==> src/rtl/load_store_unit.sv <==
`default_nettype none
// ============================================================================
//  Module      : load_store_unit
//  Description : Multi-cycle RISC-V load/store unit between the EX stage and a
//                variable-latency req/gnt/rvalid data bus. Checks funct3
//                legality and alignment, drives byte-lane enables and shifted
//                store data, and returns sign/zero-extended load data. Access
//                faults and bus timeouts raise a sticky halt cleared only by
//                reset.
//  Ports       : clk, rst (async, active-low)
//                req_*  : EX-stage request (valid/ready handshake)
//                rsp_*  : WB-stage response (valid/ready handshake)
//                mem_*  : data bus (req/gnt, rvalid, byte enables)
//                halt, fault_cause : sticky fault status
//                        (01 illegal funct3, 10 misaligned, 11 timeout)
//  Revision    : 1.0 - initial release
// ============================================================================
module load_store_unit #(
   parameter int ADDR_W  = 32,
   parameter int DATA_W  = 32,
   parameter int TIMEOUT = 64
) (
   input  logic                clk,
   input  logic                rst,
   input  logic                req_valid,
   output logic                req_ready,
   input  logic                req_store,
   input  logic [2:0]          req_funct3,
   input  logic [ADDR_W-1:0]   req_addr,
   input  logic [DATA_W-1:0]   req_wdata,
   output logic                rsp_valid,
   input  logic                rsp_ready,
   output logic [DATA_W-1:0]   rsp_rdata,
   output logic                mem_req,
   input  logic                mem_gnt,
   output logic [ADDR_W-1:0]   mem_addr,
   output logic                mem_we,
   output logic [DATA_W/8-1:0] mem_be,
   output logic [DATA_W-1:0]   mem_wdata,
   input  logic                mem_rvalid,
   input  logic [DATA_W-1:0]   mem_rdata,
   output logic                halt,
   output logic [1:0]          fault_cause
);

   localparam int BE_W  = DATA_W / 8;
   localparam int OFF_W = $clog2(BE_W);
   localparam int TW    = (TIMEOUT < 2) ? 1 : $clog2(TIMEOUT);
   localparam logic [TW-1:0] TO_LAST = TW'((TIMEOUT == 0) ? 0 : TIMEOUT - 1);

   localparam logic [1:0] CAUSE_ILLEGAL  = 2'b01;
   localparam logic [1:0] CAUSE_MISALIGN = 2'b10;
   localparam logic [1:0] CAUSE_TIMEOUT  = 2'b11;

   typedef enum logic [2:0] {
      S_IDLE     = 3'd0,
      S_REQ      = 3'd1,
      S_WAIT_RSP = 3'd2,
      S_RESP     = 3'd3,
      S_FAULT    = 3'd4
   } state_t;

   state_t              state_q,  state_d;
   logic [ADDR_W-1:0]   addr_q,   addr_d;
   logic [BE_W-1:0]     be_q,     be_d;
   logic [DATA_W-1:0]   wdata_q,  wdata_d;
   logic                we_q,     we_d;
   logic [2:0]          funct3_q, funct3_d;
   logic [OFF_W-1:0]    off_q,    off_d;
   logic [DATA_W-1:0]   rdata_q,  rdata_d;
   logic [1:0]          cause_q,  cause_d;
   logic [TW-1:0]       timer_q,  timer_d;

   logic                legal;
   logic                misalign;
   logic [BE_W-1:0]     be_base;
   logic [OFF_W-1:0]    req_off;
   logic [DATA_W-1:0]   lane_data;
   logic [DATA_W-1:0]   load_ext;
   logic                timeout_hit;

   assign req_off = req_addr[OFF_W-1:0];

   // Decode of the incoming request: legality, alignment and base lane mask.
   always_comb begin
      legal    = 1'b0;
      misalign = 1'b0;
      be_base  = '0;
      case (req_funct3)
         3'b000, 3'b001, 3'b010: legal = 1'b1;
         3'b011:                 legal = (DATA_W == 64);
         3'b100, 3'b101:         legal = !req_store;
         3'b110:                 legal = !req_store && (DATA_W == 64);
         default:                legal = 1'b0;
      endcase
      case (req_funct3[1:0])
         2'b00: begin misalign = 1'b0;            be_base = BE_W'(8'h01); end
         2'b01: begin misalign = req_addr[0];     be_base = BE_W'(8'h03); end
         2'b10: begin misalign = |req_addr[1:0];  be_base = BE_W'(8'h0F); end
         default: begin misalign = |req_addr[2:0]; be_base = BE_W'(8'hFF); end
      endcase
   end

   // Load data: move the addressed lanes down to bit 0, then extend.
   always_comb begin
      lane_data = mem_rdata >> {off_q, 3'b000};
      case (funct3_q)
         3'b000:  load_ext = DATA_W'($signed(lane_data[7:0]));
         3'b001:  load_ext = DATA_W'($signed(lane_data[15:0]));
         3'b010:  load_ext = DATA_W'($signed(lane_data[31:0]));
         3'b100:  load_ext = DATA_W'(lane_data[7:0]);
         3'b101:  load_ext = DATA_W'(lane_data[15:0]);
         3'b110:  load_ext = DATA_W'(lane_data[31:0]);
         default: load_ext = lane_data;
      endcase
   end

   assign timeout_hit = (TIMEOUT != 0) && (timer_q == TO_LAST);

   always_comb begin
      state_d  = state_q;
      addr_d   = addr_q;
      be_d     = be_q;
      wdata_d  = wdata_q;
      we_d     = we_q;
      funct3_d = funct3_q;
      off_d    = off_q;
      rdata_d  = rdata_q;
      cause_d  = cause_q;
      timer_d  = timer_q;
      case (state_q)
         S_IDLE: begin
            if (req_valid) begin
               // Illegal funct3 takes priority over misalignment.
               if (!legal) begin
                  cause_d = CAUSE_ILLEGAL;
                  state_d = S_FAULT;
               end else if (misalign) begin
                  cause_d = CAUSE_MISALIGN;
                  state_d = S_FAULT;
               end else begin
                  addr_d   = {req_addr[ADDR_W-1:OFF_W], {OFF_W{1'b0}}};
                  be_d     = be_base << req_off;
                  wdata_d  = req_wdata << {req_off, 3'b000};
                  we_d     = req_store;
                  funct3_d = req_funct3;
                  off_d    = req_off;
                  timer_d  = '0;
                  state_d  = S_REQ;
               end
            end
         end
         S_REQ: begin
            timer_d = timer_q + TW'(1);
            // A grant is not a completion, so the timeout still wins here.
            if (timeout_hit) begin
               cause_d = CAUSE_TIMEOUT;
               state_d = S_FAULT;
            end else if (mem_gnt) begin
               state_d = S_WAIT_RSP;
            end
         end
         S_WAIT_RSP: begin
            timer_d = timer_q + TW'(1);
            if (mem_rvalid) begin
               rdata_d = we_q ? '0 : load_ext;
               state_d = S_RESP;
            end else if (timeout_hit) begin
               cause_d = CAUSE_TIMEOUT;
               state_d = S_FAULT;
            end
         end
         S_RESP: begin
            if (rsp_ready) begin
               state_d = S_IDLE;
            end
         end
         default: begin
            state_d = S_FAULT;
         end
      endcase
   end

   always_ff @(posedge clk or negedge rst) begin
      if (!rst) begin
         state_q  <= S_IDLE;
         addr_q   <= '0;
         be_q     <= '0;
         wdata_q  <= '0;
         we_q     <= 1'b0;
         funct3_q <= '0;
         off_q    <= '0;
         rdata_q  <= '0;
         cause_q  <= '0;
         timer_q  <= '0;
      end else begin
         state_q  <= state_d;
         addr_q   <= addr_d;
         be_q     <= be_d;
         wdata_q  <= wdata_d;
         we_q     <= we_d;
         funct3_q <= funct3_d;
         off_q    <= off_d;
         rdata_q  <= rdata_d;
         cause_q  <= cause_d;
         timer_q  <= timer_d;
      end
   end

   assign req_ready   = (state_q == S_IDLE);
   assign rsp_valid   = (state_q == S_RESP);
   assign rsp_rdata   = rdata_q;
   assign mem_req     = (state_q == S_REQ);
   assign mem_addr    = addr_q;
   assign mem_we      = we_q;
   assign mem_be      = be_q;
   assign mem_wdata   = wdata_q;
   assign halt        = (state_q == S_FAULT);
   assign fault_cause = cause_q;

endmodule
`default_nettype wire

==> config.mk <==
export PLATFORM = sky130hd
export DESIGN_NAME = load_store_unit
export DESIGN_NICKNAME = d
export VERILOG_FILES = /design/src/rtl/load_store_unit.sv
export SDC_FILE = /design/constraint.sdc
export NUM_CORES = 1
export LEC_CHECK = 0
export CAP_MARGIN = 10
export CORE_UTILIZATION = 45
export CTS_CLUSTER_SIZE = 8
export DETAILED_ROUTE_END_ITERATION = 8
export GPL_TIMING_DRIVEN = 0
export PLACE_DENSITY = 0.82
export SLEW_MARGIN = 10
export SYNTH_ARGS = -nofsm -noshare
export SYNTH_HDL_FRONTEND = slang
export SYNTH_SLANG_ARGS = --single-unit
==> constraint.sdc <==
create_clock -name clk -period 1.9 [get_ports clk]
set_input_delay 0.285 -clock clk [delete_from_list [all_inputs] [get_ports clk]]
set_output_delay 0.285 -clock clk [all_outputs]
set_load 0.02 [all_outputs]
# After elaboration in Yosys (flattened, before gate mapping)

Index checks and enable logic that the tools add are counted.

Register bits: 115
Input port bits: 106
Output and inout port bits: 107
Logic and storage cells: 78

$add $sub $neg: 1
Eq/ne operators: 22
Shift operators: 3
Mux-type cells: 24
Bitwise gates (word level): 1
Reductions and logical operators: 17

Operator list:

| operator                                               | count |
|---|---|
| one-hot mux 32 bit (4 select lines)                    | 1 |
| two-way mux 32 bit                                     | 1 |
| << shifter 32 x 5 -> 32 bit                            | 1 |
| right shift 32 x 5 -> 32 bit                           | 1 |
| two-way mux 3 bit                                      | 8 |
| two-way mux 6 bit                                      | 3 |
| AND reduction 4 bit                                    | 4 |
| equality test 3 bit (second input constant)            | 5 |
| one-hot mux 3 bit (4 select lines)                     | 1 |
| one-hot mux 6 bit (2 select lines)                     | 1 |
| two-way mux 2 bit                                      | 5 |
| equality test 3 x 1 -> 1 bit (second input constant)   | 3 |
| equality test 3 x 2 -> 1 bit (second input constant)   | 3 |
| zero test 3 bit                                        | 3 |
| one-hot mux 4 bit (2 select lines)                     | 1 |
| adder 6 x 1 -> 6 bit (second input constant)           | 1 |
| equality test 6 bit (second input constant)            | 1 |
| inequality test 2 bit (second input constant)          | 3 |
| one-hot mux 2 bit (3 select lines)                     | 1 |
| OR reduction 2 bit                                     | 3 |
| OR reduction 3 bit                                     | 2 |
| inequality test 2 x 1 -> 1 bit (second input constant) | 2 |
| << shifter 4 x 2 -> 4 bit                              | 1 |
| inequality test 3 x 1 -> 1 bit (second input constant) | 1 |
| 12 further kinds                                       | 12 |

# Longest topological paths before layout

Gate-level depths: netlist (run 1).

Depth after elaboration: 6
Gate-level depth with buffers: 7
Depth with buffers taken out: 5

# Worst setup path after synthesis (run 1)

No wires, ideal clock.

Path type: reg-to-reg
From: register state_q[0]
To: register rdata_q[22] (netlist: rsp_rdata[22])
Library setup time: 67 ps
Arrival time: 1642 ps
Required time: 1833 ps
Setup slack: 192 ps
Stages on the path, launching flop included: 7
Clock period less this slack: 1708 ps
Cell sequence: dfrtp_1 buf_6 nand4bb_4 or4_4 a211oi_4 buf_6 a221o_1

Word-level cells in the longest chain between the ends: 2

Ends and longest elaborated chain:

| item                          | RTL line | text |
|---|---|---|
| from (decl)                   | 63       | `state_t state_q, state_d;` |
| from (signal assigned)        | 197      | `state_q <= state_d;` |
| equality test 3 x 2 -> 1 bit  | 131      | `case (state_q)` |
| AND reduction 2 bit (no line) | --       |  |
| to (signal assigned)          | 204      | `rdata_q <= rdata_d;` |
| to (decl)                     | 70       | `logic [DATA_W-1:0] rdata_q, rdata_d;` |

No other way between the ends.
A chain may end at the register's enable or synchronous reset.

# Worst setup path in the final report (run 1)

From: register state_q[0]
To: register state_q[0]

Word-level cells in the longest chain between the ends: 3

Ends and longest elaborated chain:

| item                                                    | RTL line |
|---|---|
| equality test 3 x 2 -> 1 bit (tied with other cells)    | 131 |
| inequality test 3 bit (no line) (tied with other cells) | -- |
| AND reduction 4 bit (no line)                           | -- |

Parallel ways exist; a longest one is shown, timed or not.

==> out/qor.log, run 1 <==
qor: status.run_status complete, no violations
qor: yosys.syn_avg_cell_area 11.2 µm²
qor: worst_hold_path.hold_class in2async
qor: critical_path.worst-r2r-setup-slack 0.05 ns
qor: yosys.post_synth_instance_area 5600 µm²
qor: critical_path.critical_path.max_fanout 10
qor: route.drt_iter0_drc 346
qor: global_routing.pin_count_of_the_biggest_net_entering_global_routing 90
qor: clocking.cts_tree built
qor: placement.post-place-ws -0.668 ns
qor: clocking.htree_levels 4
qor: critical_path.required 2.20 ns
qor: sta.achievable-frequency 539 MHz
qor: critical_path.regToRegStartpoint state_q[0]
qor: clocking.cts_root_buf sky130_fd_sc_hd__clkbuf_16
qor: yosys.post_synth_inst_count 501
qor: pwr.cell_internal_pwr 5.27 mW
qor: pwr.p_leak 3.82 nW
qor: sta.rsz0062_at_grt true
qor: critical_path.r2r.worst_path.cells 6
qor: yosys.post_synth_and_or_nand_nor_area_fraction 0.116
qor: flow_run.max_cap_viol_count 0
qor: yosys.synth-compound-area-share 0.153
qor: yosys.synth_seq_cells 115
qor: global_routing.vias_in_the_first_global_route 5370
qor: sta.final.setup.worst_slack 0.0454 ns
qor: critical_path.critical_path.endpoint_type flop
qor: critical_path.cp_data_arrival_time 2.15 ns
qor: floorplan.fp.dieArea 12900 µm²
qor: route.viasPerCell 5.55
qor: critical_path.path_class reg2reg
qor: global_routing.first_pass_grt_wire_length 27.6 mm
qor: pwr.power.density 779 nW/µm²
qor: route.routed-via-count 5110
qor: sta.final-max-slew-violation-count 0
qor: floorplan.y_dimension_of_the_die 114 µm
qor: placement.detailedPlacementHpwl 12.5 mm
qor: yosys.synth_fa_ha_area_frac 0.00224
qor: pwr.finalPower 6.81 mW
qor: clocking.clock_path_buffers 2
qor: finish.final_cell_mix 204 x sky130_fd_sc_hd__clkdlybuf4s50_1, 115 x sky130_fd_sc_hd__dfrtp_1, 54 x sky130_fd_sc_hd__nand2_1, 53 x sky130_fd_sc_hd__mux2_2, 42 x sky130_fd_sc_hd__o21ai_0
qor: sta.worst_slew_pin_slew 0.627 ns
qor: global_routing.globalRouteTotalUtil 0.282
qor: pwr.swShare 0.226
qor: clocking.clkSlewWorstSetupHoldPaths 0.05 ns
qor: pwr.clkPwrFrac 0.504
qor: pwr.comb_power_share 0.123
qor: route.wl_per_cell 19.1 µm
qor: sta.timing_hold_violations_final 0
qor: clocking.clock_latency 0.41 ns
qor: pwr.seq_power_share 0.373
qor: global_routing.antenna_violations_before_repair 0
qor: floorplan.core 12100 µm²
qor: critical_path.critPathLaunchType flop
qor: route.drt-pass1-iter-count 6
qor: placement.port-buffer-count 210
qor: sta.skew 0.00975 ns
qor: route.ant_nets 0
qor: route.drt_drc_violations_left 0
qor: sta.setup_viol 0
qor: yosys.dominant_combinational_cell_family_by_area_after_synthesis multiplexers
qor: floorplan.initial_utilization 0.464
qor: sta.fin_crit 1.85 ns
qor: route.drt_wl_total 17.6 mm
qor: finish.drive_gt1_frac 0.197
qor: sta.timing.max_slew.rel_slack 0.580
qor: floorplan.die_x 114 µm
qor: placement.finalWeightedCongestion 0.913
qor: yosys.count_of_unique_library_cells_instantiated_by_yosys 53
qor: critical_path.worstReg2RegEnd state_q[0]
qor: finish.area_growth_syn_to_layout 56.2%
qor: pwr.vdd_ir_drop_max 0.000634 V
qor: global_routing.grt_remaining_overflow 0
qor: sta.min_period_over_period 0.976
qor: finish.mostFrequentLayoutCell sky130_fd_sc_hd__clkdlybuf4s50_1
qor: floorplan.io-pin-count 213
qor: pwr.power.switching 1.54 mW
qor: finish.design.final.nets 847
qor: finish.num_antenna_cells 0
qor: yosys.seq_area_frac_synth 0.514
qor: clocking.cts_made_buffers 17
qor: yosys.multiplexer_area_fraction_after_synthesis 0.171
qor: floorplan.core.rowCount 40
qor: yosys.yosysWarningCount 0
qor: yosys.synth-xor-area-share 0.00469
qor: clocking.numClockSinks 115
==> logic make-up (layout without fill, tap and decap cells) <==
family / after synthesis / after routing
DFF: 115 / 115
xor gates and xnor gates: 3 / 3
adders and majority gates: 1 / 1
buffers and inverters: 41 / 292
AOI/OAI and AO/OA: 128 / 128
muxes: 88 / 88
other: 1 / 2
and+or+nand+nor: 124 / 124
==> cells in the mapped netlist (all sizes together) <==
master	count	area share
dfrtp	115	0.51
nand2	54	0.036
mux2	53	0.11
o21ai	43	0.038
mux2i	34	0.061
a21oi	29	0.026
buf	26	0.028
nor2	25	0.017
a221o	16	0.029
clkbuf	14	0.0094
a22o	11	0.017
nor2b	10	0.011
a211oi	9	0.014
o31ai	9	0.012
nand3b	8	0.011
or2	5	0.0056
nand3	4	0.0036
nand2b	3	0.0034
nor4b	3	0.0085
and2	2	0.0022
nor3	2	0.0018
nor3b	2	0.0036
o22a	2	0.0031
xor2	2	0.0031
a221oi	1	0.0016
a32oi	1	0.0016
and2b	1	0.0013
and3	1	0.0011
conb	1	0.00067
ha	1	0.0022
inv	1	0.00067
mux4	1	0.0040
nand4bb	1	0.0049
nor4	1	0.0011
o211a	1	0.0018
o21a	1	0.0013
o21bai	1	0.0013
o22ai	1	0.0011
o2bb2ai	1	0.0016
o32a	1	0.0018
o41ai	1	0.0016
or3b	1	0.0016
or4	1	0.0020
xnor2	1	0.0016
==> metal layers <==
metal	vias to the layer above	global-route usage	wire length [µm]
met3	49	0.109	1790
met1	2484	0.315	6540
met2	283	0.469	8550
li1	2294	-	-
met5	-	0	0
met4	0	0.142	684
==> power by group through the flow <==
stage	clock, mW	combinational [mW]	sequential, mW
6_report	3.43	0.836	2.54
5_1_grt	3.59	0.891	2.55
4_1_cts	3.48	0.815	2.54
3_5_place_dp	0	0.799	2.58
3_3_place_gp	0	0.777	2.58
2_1_floorplan	0	0.245	2.64
==> registers in the layout (all words and copies together) (netlist names) <==
name,count
state_q,3
rsp_rdata,32
timer_q,6
funct3_q,3
mem_be,4
mem_we,1
fault_cause,2
mem_wdata,32
mem_addr,30
off_q,2
==> final cells by class <==
cell class | instances | area, µm²
fillers | 800 | 3320
flip-flops and latches | 115 | 2880
multi-input cells | 346 | 2590
repair buffers | 219 | 2180
clock buffers | 24 | 492
plain buffers | 40 | 238
well taps | 168 | 210
clock inverters | 8 | 148
inverters | 1 | 3.75
==> through the flow <==
step	instance area [µm²]	hold WS [ns]	instances	util	TNS, ns
after floorplan	5600	-0.0106	502	-	0
after global placement	7910	0.461	880	0.656	-474.79
after detailed placement	7940	0.171	881	0.658	-45.20
after CTS	8660	0.312	921	0.718	0
after global routing	8740	0.329	921	0.725	-0.00712
final	8740	0.308	921	0.725	0
==> worst max-delay path by stage <==
| stage | start | end | slack (ns) | depth (start not counted) |
|---|---|---|---|---|
| global placement | rst | mem_addr[26] | -3.76 | 1 |
| floorplan | state_q[0] | rsp_rdata[22] | 0.19 | 6 |
| finish | state_q[0] | state_q[0] | 0.05 | 6 |
| CTS | state_q[2] | mem_req | 0.002 | 3 |
| global route | off_q[1] | rsp_rdata[10] | -0.007 | 6 |
| detailed placement | req_funct3[0] | mem_wdata[3] | -0.67 | 6 |
==> worst max-delay path: stages (launching register included) <==
cell,delay (ns)
sky130_fd_sc_hd__dfrtp_1,0.34
sky130_fd_sc_hd__buf_6,0.14
sky130_fd_sc_hd__nand4bb_4,0.15
sky130_fd_sc_hd__buf_6,0.15
sky130_fd_sc_hd__clkbuf_1,0.49
sky130_fd_sc_hd__o21ai_0,0.22
sky130_fd_sc_hd__a22o_1,0.24
==> timing repair <==
item,CTS,global route
setup endpoints to repair,88,97
resized for setup,23,27
buffers inserted,7,0
endpoints found under the hold margin,26,0
hold buffers,1,0
pin swaps,2,1
Power figures use the tool's default switching activity.
==> inputs of run 2 (changes only) <==
--- a/config.mk
+++ b/config.mk
@@ -7,10 +7,12 @@
 export LEC_CHECK = 0
 export CAP_MARGIN = 10
 export CORE_UTILIZATION = 45
+export CTS_BUF_LIST = sky130_fd_sc_hd__clkbuf_4
 export CTS_CLUSTER_SIZE = 8
 export DETAILED_ROUTE_END_ITERATION = 8
 export GPL_TIMING_DRIVEN = 0
 export PLACE_DENSITY = 0.82
+export SKIP_CTS_REPAIR_TIMING = 1
 export SLEW_MARGIN = 10
 export SYNTH_ARGS = -nofsm -noshare
 export SYNTH_HDL_FRONTEND = slang
==> run 2 against run 1 <==
Against the previous run:
- the run now ends with negative setup slack left
- flip-flop and latch count is the same
- clock skew grew 0.0093 ns
- critical endpoint is now rsp_rdata[20]
- core utilization is 1.7 points lower
- die area stayed put
- sequential share of layout area up 0.80 points
- worst setup slack lost 0.077 ns
- total power is 21% lower
==> out/qor.log, run 2 (same netlist as run 1, synthesis figures left out) <==
qor: status.run_status finished with violations
qor: status.violations negative setup slack
qor: global_routing.globalRouteTotalUtil 0.270
qor: pwr.p_leak 3.96 nW
qor: finish.design.final.nets 856
qor: clocking.clock_path_buffers 2
qor: sta.timing_hold_violations_final 0
qor: critical_path.path_class reg2reg
qor: critical_path.required 2.39 ns
qor: sta.skew 0.0190 ns
qor: route.ant_nets 0
qor: critical_path.cp_data_arrival_time 2.42 ns
qor: pwr.swShare 0.254
qor: critical_path.regToRegStartpoint state_q[0]
qor: floorplan.initial_utilization 0.464
qor: finish.drive_gt1_frac 0.205
qor: global_routing.vias_in_the_first_global_route 5175
qor: global_routing.antenna_violations_before_repair 0
qor: clocking.htree_levels 4
qor: worst_hold_path.hold_class in2async
qor: critical_path.critical_path.endpoint_type flop
qor: pwr.seq_power_share 0.473
qor: placement.post-place-ws -0.668 ns
qor: placement.finalWeightedCongestion 0.913
qor: sta.worst_slew_pin_slew 0.619 ns
qor: critical_path.timing.critical_path.cells buf_6, nand4bb_4, or4_4, a211oi_4, buf_4, a221o_1
qor: pwr.comb_power_share 0.153
qor: critical_path.critical_path.slowest_cell sky130_fd_sc_hd__or4_4
qor: sta.final.setup.worst_slack -0.0319 ns
qor: sta.timing.max_slew.rel_slack 0.586
qor: route.viasPerCell 5.50
qor: pwr.vdd_ir_drop_max 0.000500 V
qor: global_routing.pin_count_of_the_biggest_net_entering_global_routing 90
qor: route.wl_per_cell 18.5 µm
qor: pwr.clkPwrFrac 0.375
qor: floorplan.fp.dieArea 12900 µm²
qor: clocking.cts_made_buffers 17
qor: route.routed-via-count 5117
qor: finish.final_cell_mix 191 x sky130_fd_sc_hd__clkdlybuf4s50_1, 115 x sky130_fd_sc_hd__dfrtp_1, 54 x sky130_fd_sc_hd__nand2_1, 53 x sky130_fd_sc_hd__mux2_2, 40 x sky130_fd_sc_hd__o21ai_0
qor: finish.area_growth_syn_to_layout 52.5%
qor: floorplan.io-pin-count 213
qor: route.drt_wl_total 17.2 mm
qor: clocking.numClockSinks 115
qor: placement.port-buffer-count 210
qor: placement.dpl.cell_count 881
qor: floorplan.die_x 114 µm
qor: sta.achievable-frequency 518 MHz
qor: route.drt_drc_violations_left 0
qor: finish.mostFrequentLayoutCell sky130_fd_sc_hd__clkdlybuf4s50_1
qor: critical_path.critical_path.max_fanout 9
qor: floorplan.y_dimension_of_the_die 114 µm
qor: global_routing.first_pass_grt_wire_length 26.3 mm
qor: sta.rsz0062_at_grt true
qor: critical_path.worstSetupStartpoint state_q[0]
qor: flow_run.max_cap_viol_count 0
qor: critical_path.critPathLaunchType flop
qor: pwr.cell_internal_pwr 4.00 mW
qor: sta.final-max-slew-violation-count 0
qor: finish.num_antenna_cells 0
qor: placement.detailed_place.area 7940 µm²
qor: clocking.clock_latency 0.55 ns
qor: finish.fin_area 8530 µm²
qor: pwr.power.switching 1.36 mW
qor: route.drt_iter0_drc 296
qor: sta.setup_viol 12
qor: sta.min_period_over_period 1.02
qor: pwr.power.density 628 nW/µm²
qor: placement.detailedPlacementHpwl 12.5 mm
qor: finish.finalNonFillerCells 930
qor: critical_path.r2r.worst_path.cells 6
qor: sta.fin_crit 1.93 ns
qor: clocking.cts_tree built
qor: clocking.cts_root_buf sky130_fd_sc_hd__clkbuf_4
qor: pwr.finalPower 5.36 mW
qor: critical_path.timing.critical_path.slowest_cell_delay 0.45 ns
qor: floorplan.core.rowCount 40
qor: global_routing.grt_remaining_overflow 0
qor: floorplan.core 12100 µm²
qor: route.drt-pass1-iter-count 5
qor: finish.layout.filler_cells 832
qor: clocking.clkSlewWorstSetupHoldPaths 0.10 ns
## run 2: changes by cell type in the layout (fill, tap and decap cells not counted), sizes merged
cell	before	now
clkdlybuf4s50	204	191
dlymetal6s2s	1	14
buf	34	44
clkbuf	42	38
clkinv	4	8
dlygate4sd2	1	0
## run 2: metal layers
| layer | routed length, µm | track usage |
|---|---|---|
| met1 | 6530 | 0.311 |
| met2 | 8220 | 0.428 |
| met3 | 1730 | 0.101 |
| met4 | 731 | 0.160 |
| met5 | 0 | 0 |
## run 2: final timing paths
| check | slack [ns] | end |
|---|---|---|
| setup / recovery | -0.03 | rsp_rdata[20] |
| max in group asynchronous | 1.02 | mem_wdata[30] |
| setup reg to reg | -0.03 | rsp_rdata[20] |
| min in group clk | 0.34 | mem_addr[22] |
| hold / removal | 0.17 | rsp_rdata[5] |
| hold reg to reg | 0.49 | mem_be[3] |
## run 2: layout make-up
type	count	area (µm²)	area share
tap	168	210	0.0246
inverter	1	3.75	0.000440
timing repair buffer	228	2300	0.269
multi-input combinational	346	2590	0.303
clock inverter	12	163	0.0191
buffer	40	243	0.0284
clock buffer	20	150	0.0176
sequential	115	2880	0.337
## run 2: power by group through the flow
| stage | combinational [mW] | clock, mW | sequential [mW] |
|---|---|---|---|
| global route | 0.875 | 2.15 | 2.54 |
| finish | 0.818 | 2.01 | 2.53 |
| global placement | 0.777 | 0 | 2.58 |
| detailed placement | 0.799 | 0 | 2.58 |
| floorplan | 0.245 | 0 | 2.64 |
| CTS | 0.803 | 2.04 | 2.53 |
## run 2: stage by stage
stage               utilization  TNS (ns)  hold slack, ns
floorplan                     -         0         -0.0106
global placement          0.656   -474.79           0.461
detailed placement        0.658    -45.20           0.171
CTS                       0.684     -8.80          -0.433
global route              0.707     -1.50           0.151
finish                    0.707    -0.202           0.167
## run 2: critical path, delay by kind of cell, from the launching register on
family | cells | cell delay [ns]
DFF | 1 | 0.38
AOI/OAI and AO/OA | 2 | 0.51
buffers and inverters | 2 | 0.33
and+or+nand+nor | 2 | 0.64
==> inputs of run 3 (changes only) <==
--- a/config.mk
+++ b/config.mk
@@ -5,11 +5,12 @@
 export SDC_FILE = /design/constraint.sdc
 export NUM_CORES = 1
 export LEC_CHECK = 0
-export CAP_MARGIN = 10
+export CAP_MARGIN = 5
 export CORE_UTILIZATION = 45
 export CTS_BUF_LIST = sky130_fd_sc_hd__clkbuf_4
 export CTS_CLUSTER_SIZE = 8
 export DETAILED_ROUTE_END_ITERATION = 8
+export GPL_ROUTABILITY_DRIVEN = 0
 export GPL_TIMING_DRIVEN = 0
 export PLACE_DENSITY = 0.82
 export SKIP_CTS_REPAIR_TIMING = 1
==> run 3 against run 2 <==
Against the previous run:
- the run still ends with negative setup slack left
- core utilization up 0.083 points
- flip-flop and latch count unchanged
- global-route usage up 0.53 points
- worst setup slack better by 0.017 ns
- combinational power down 0.5%
- fmax up 0.90%
- clock-buffer cell count down 3
- cell area up 0.12%
- sequential power about the same
- critical path type unchanged
- largest cell class unchanged
==> out/qor.log, run 3 (same netlist as run 1, synthesis figures left out) <==
qor: status.run_status finished with violations
qor: status.violations negative setup slack
qor: finish.design.final.nets 851
qor: critical_path.timing.critical_path.cells buf_6, nand4bb_4, or4_4, a211oi_4, buf_6, buf_6, a221o_1
qor: floorplan.fp.dieArea 12900 µm²
qor: flow_run.max_cap_viol_count 0
qor: sta.final-max-slew-violation-count 0
qor: clocking.htree_levels 4
qor: route.wl_per_cell 18.8 µm
qor: sta.achievable-frequency 522 MHz
qor: pwr.power.switching 1.45 mW
qor: finish.layout.filler_cells 871
qor: critical_path.critical_path.slowest_cell sky130_fd_sc_hd__or4_4
qor: placement.port-buffer-count 210
qor: floorplan.initial_utilization 0.464
qor: worst_hold_path.hold_class in2async
qor: critical_path.cp_most_frequent_cell sky130_fd_sc_hd__buf_6
qor: sta.min_period_over_period 1.01
qor: critical_path.timing.critical_path.slowest_cell_delay 0.44 ns
qor: pwr.power.density 635 nW/µm²
qor: global_routing.first_pass_grt_wire_length 26.8 mm
qor: critical_path.critPathLaunchType flop
qor: route.routed-via-count 5096
qor: sta.timing.max_slew.rel_slack 0.577
qor: floorplan.core 12100 µm²
qor: finish.final_cell_mix 175 x sky130_fd_sc_hd__clkdlybuf4s50_1, 115 x sky130_fd_sc_hd__dfrtp_1, 54 x sky130_fd_sc_hd__nand2_1, 53 x sky130_fd_sc_hd__mux2_2, 42 x sky130_fd_sc_hd__o21ai_0
qor: route.viasPerCell 5.51
qor: pwr.swShare 0.267
qor: route.drt-pass1-iter-count 5
qor: sta.worst_slew_pin_slew 0.632 ns
qor: floorplan.die_x 114 µm
qor: critical_path.worstSetupStartpoint state_q[0]
qor: clocking.clock_path_buffers 2
qor: finish.area_growth_syn_to_layout 52.6%
qor: route.ant_nets 0
qor: global_routing.globalRouteTotalUtil 0.275
qor: sta.timing_hold_violations_final 0
qor: finish.final_util 0.708
qor: clocking.cts_made_buffers 17
qor: critical_path.r2r.worst_path.cells 7
qor: clocking.clkSlewWorstSetupHoldPaths 0.11 ns
qor: global_routing.pin_count_of_the_biggest_net_entering_global_routing 90
qor: sta.skew 0.0122 ns
qor: sta.rsz0062_at_grt true
qor: critical_path.path_class reg2reg
qor: critical_path.worst-r2r-setup-slack -0.01 ns
qor: pwr.cell_internal_pwr 3.98 mW
qor: route.drt_iter0_drc 314
qor: clocking.clock_latency 0.55 ns
qor: pwr.p_leak 4.21 nW
qor: global_routing.antenna_violations_before_repair 0
qor: clocking.cts_root_buf sky130_fd_sc_hd__clkbuf_4
qor: critical_path.critical_path.endpoint_type flop
qor: floorplan.core.rowCount 40
qor: clocking.numClockSinks 115
qor: finish.num_antenna_cells 0
qor: sta.hold_ws 0.180 ns
qor: pwr.comb_power_share 0.150
qor: floorplan.io-pin-count 213
qor: floorplan.y_dimension_of_the_die 114 µm
qor: critical_path.regToRegStartpoint state_q[0]
qor: finish.drive_gt1_frac 0.196
qor: critical_path.critical_path.max_fanout 7
qor: pwr.vdd_ir_drop_max 0.000559 V
qor: placement.detailedPlacementHpwl 12.7 mm
qor: critical_path.required 2.38 ns
qor: global_routing.grt_remaining_overflow 0
qor: sta.fin_crit 1.91 ns
qor: route.drt_drc_violations_left 0
qor: route.drt_wl_total 17.3 mm
qor: sta.setup_viol 3
qor: pwr.clkPwrFrac 0.383
qor: finish.mostFrequentLayoutCell sky130_fd_sc_hd__clkdlybuf4s50_1
qor: global_routing.vias_in_the_first_global_route 5323
qor: clocking.cts_tree built
qor: pwr.seq_power_share 0.467
qor: sta.final.setup.worst_slack -0.0148 ns
qor: critical_path.cp_data_arrival_time 2.39 ns
==> run 3: metrics by stage <==
step	setup TNS, ns	std cells	power, mW	worst slack, ns	instance area, µm²
after global routing	-0.814	925	5.65	-0.0974	8540
after CTS	-9.34	913	5.45	-0.666	8280
after floorplan	0	502	2.89	0.192	5600
final	-0.0258	925	5.43	-0.0148	8540
after global placement	-471.03	880	3.36	-3.73	7910
after detailed placement	-48.72	881	3.38	-0.731	7940
==> run 3: power by group through the flow <==
stage	registers (mW)	clock network [mW]	logic, mW
4_1_cts	2.53	2.11	0.804
3_3_place_gp	2.58	0	0.776
6_report	2.53	2.08	0.814
3_5_place_dp	2.58	0	0.800
2_1_floorplan	2.64	0	0.245
5_1_grt	2.54	2.24	0.872
==> run 3: metal layers <==
layer  vias to the layer above  global-route usage  wire, µm
met5                         -                   0         0
met4                         0               0.131       554
met3                        43               0.109      1660
met2                       266               0.463      8570
met1                      2479               0.304      6570
li1                       2308                   -         -
==> run 3: layout make-up <==
cell class	count	area, µm²	share of cell area
clock buffer	17	128	0.0149
tap	168	210	0.0246
timing repair buffer	223	2300	0.269
buffer	40	234	0.0274
inverter	1	3.75	0.000439
multi-input combinational	346	2580	0.302
sequential	115	2880	0.337
clock inverter	15	206	0.0242
==> run 3: path summary, 6_finish.rpt <==
| path | end |
|---|---|
| setup / recovery | rsp_rdata[30] |
| hold / removal | rsp_rdata[6] |
| setup reg to reg | rsp_rdata[30] |
| hold reg to reg | mem_wdata[14] |
| max in group asynchronous | mem_addr[2] |
| min in group clk | mem_addr[26] |
==> run 3: critical path, delay by kind of cell (launching register included) <==
| kind | cells | cell delay, ns |
|---|---|---|
| AND/OR/NAND/NOR | 2 | 0.64 |
| buffers and inverters | 3 | 0.40 |
| AO/OA/AOI/OAI | 2 | 0.42 |
| flip-flops | 1 | 0.39 |
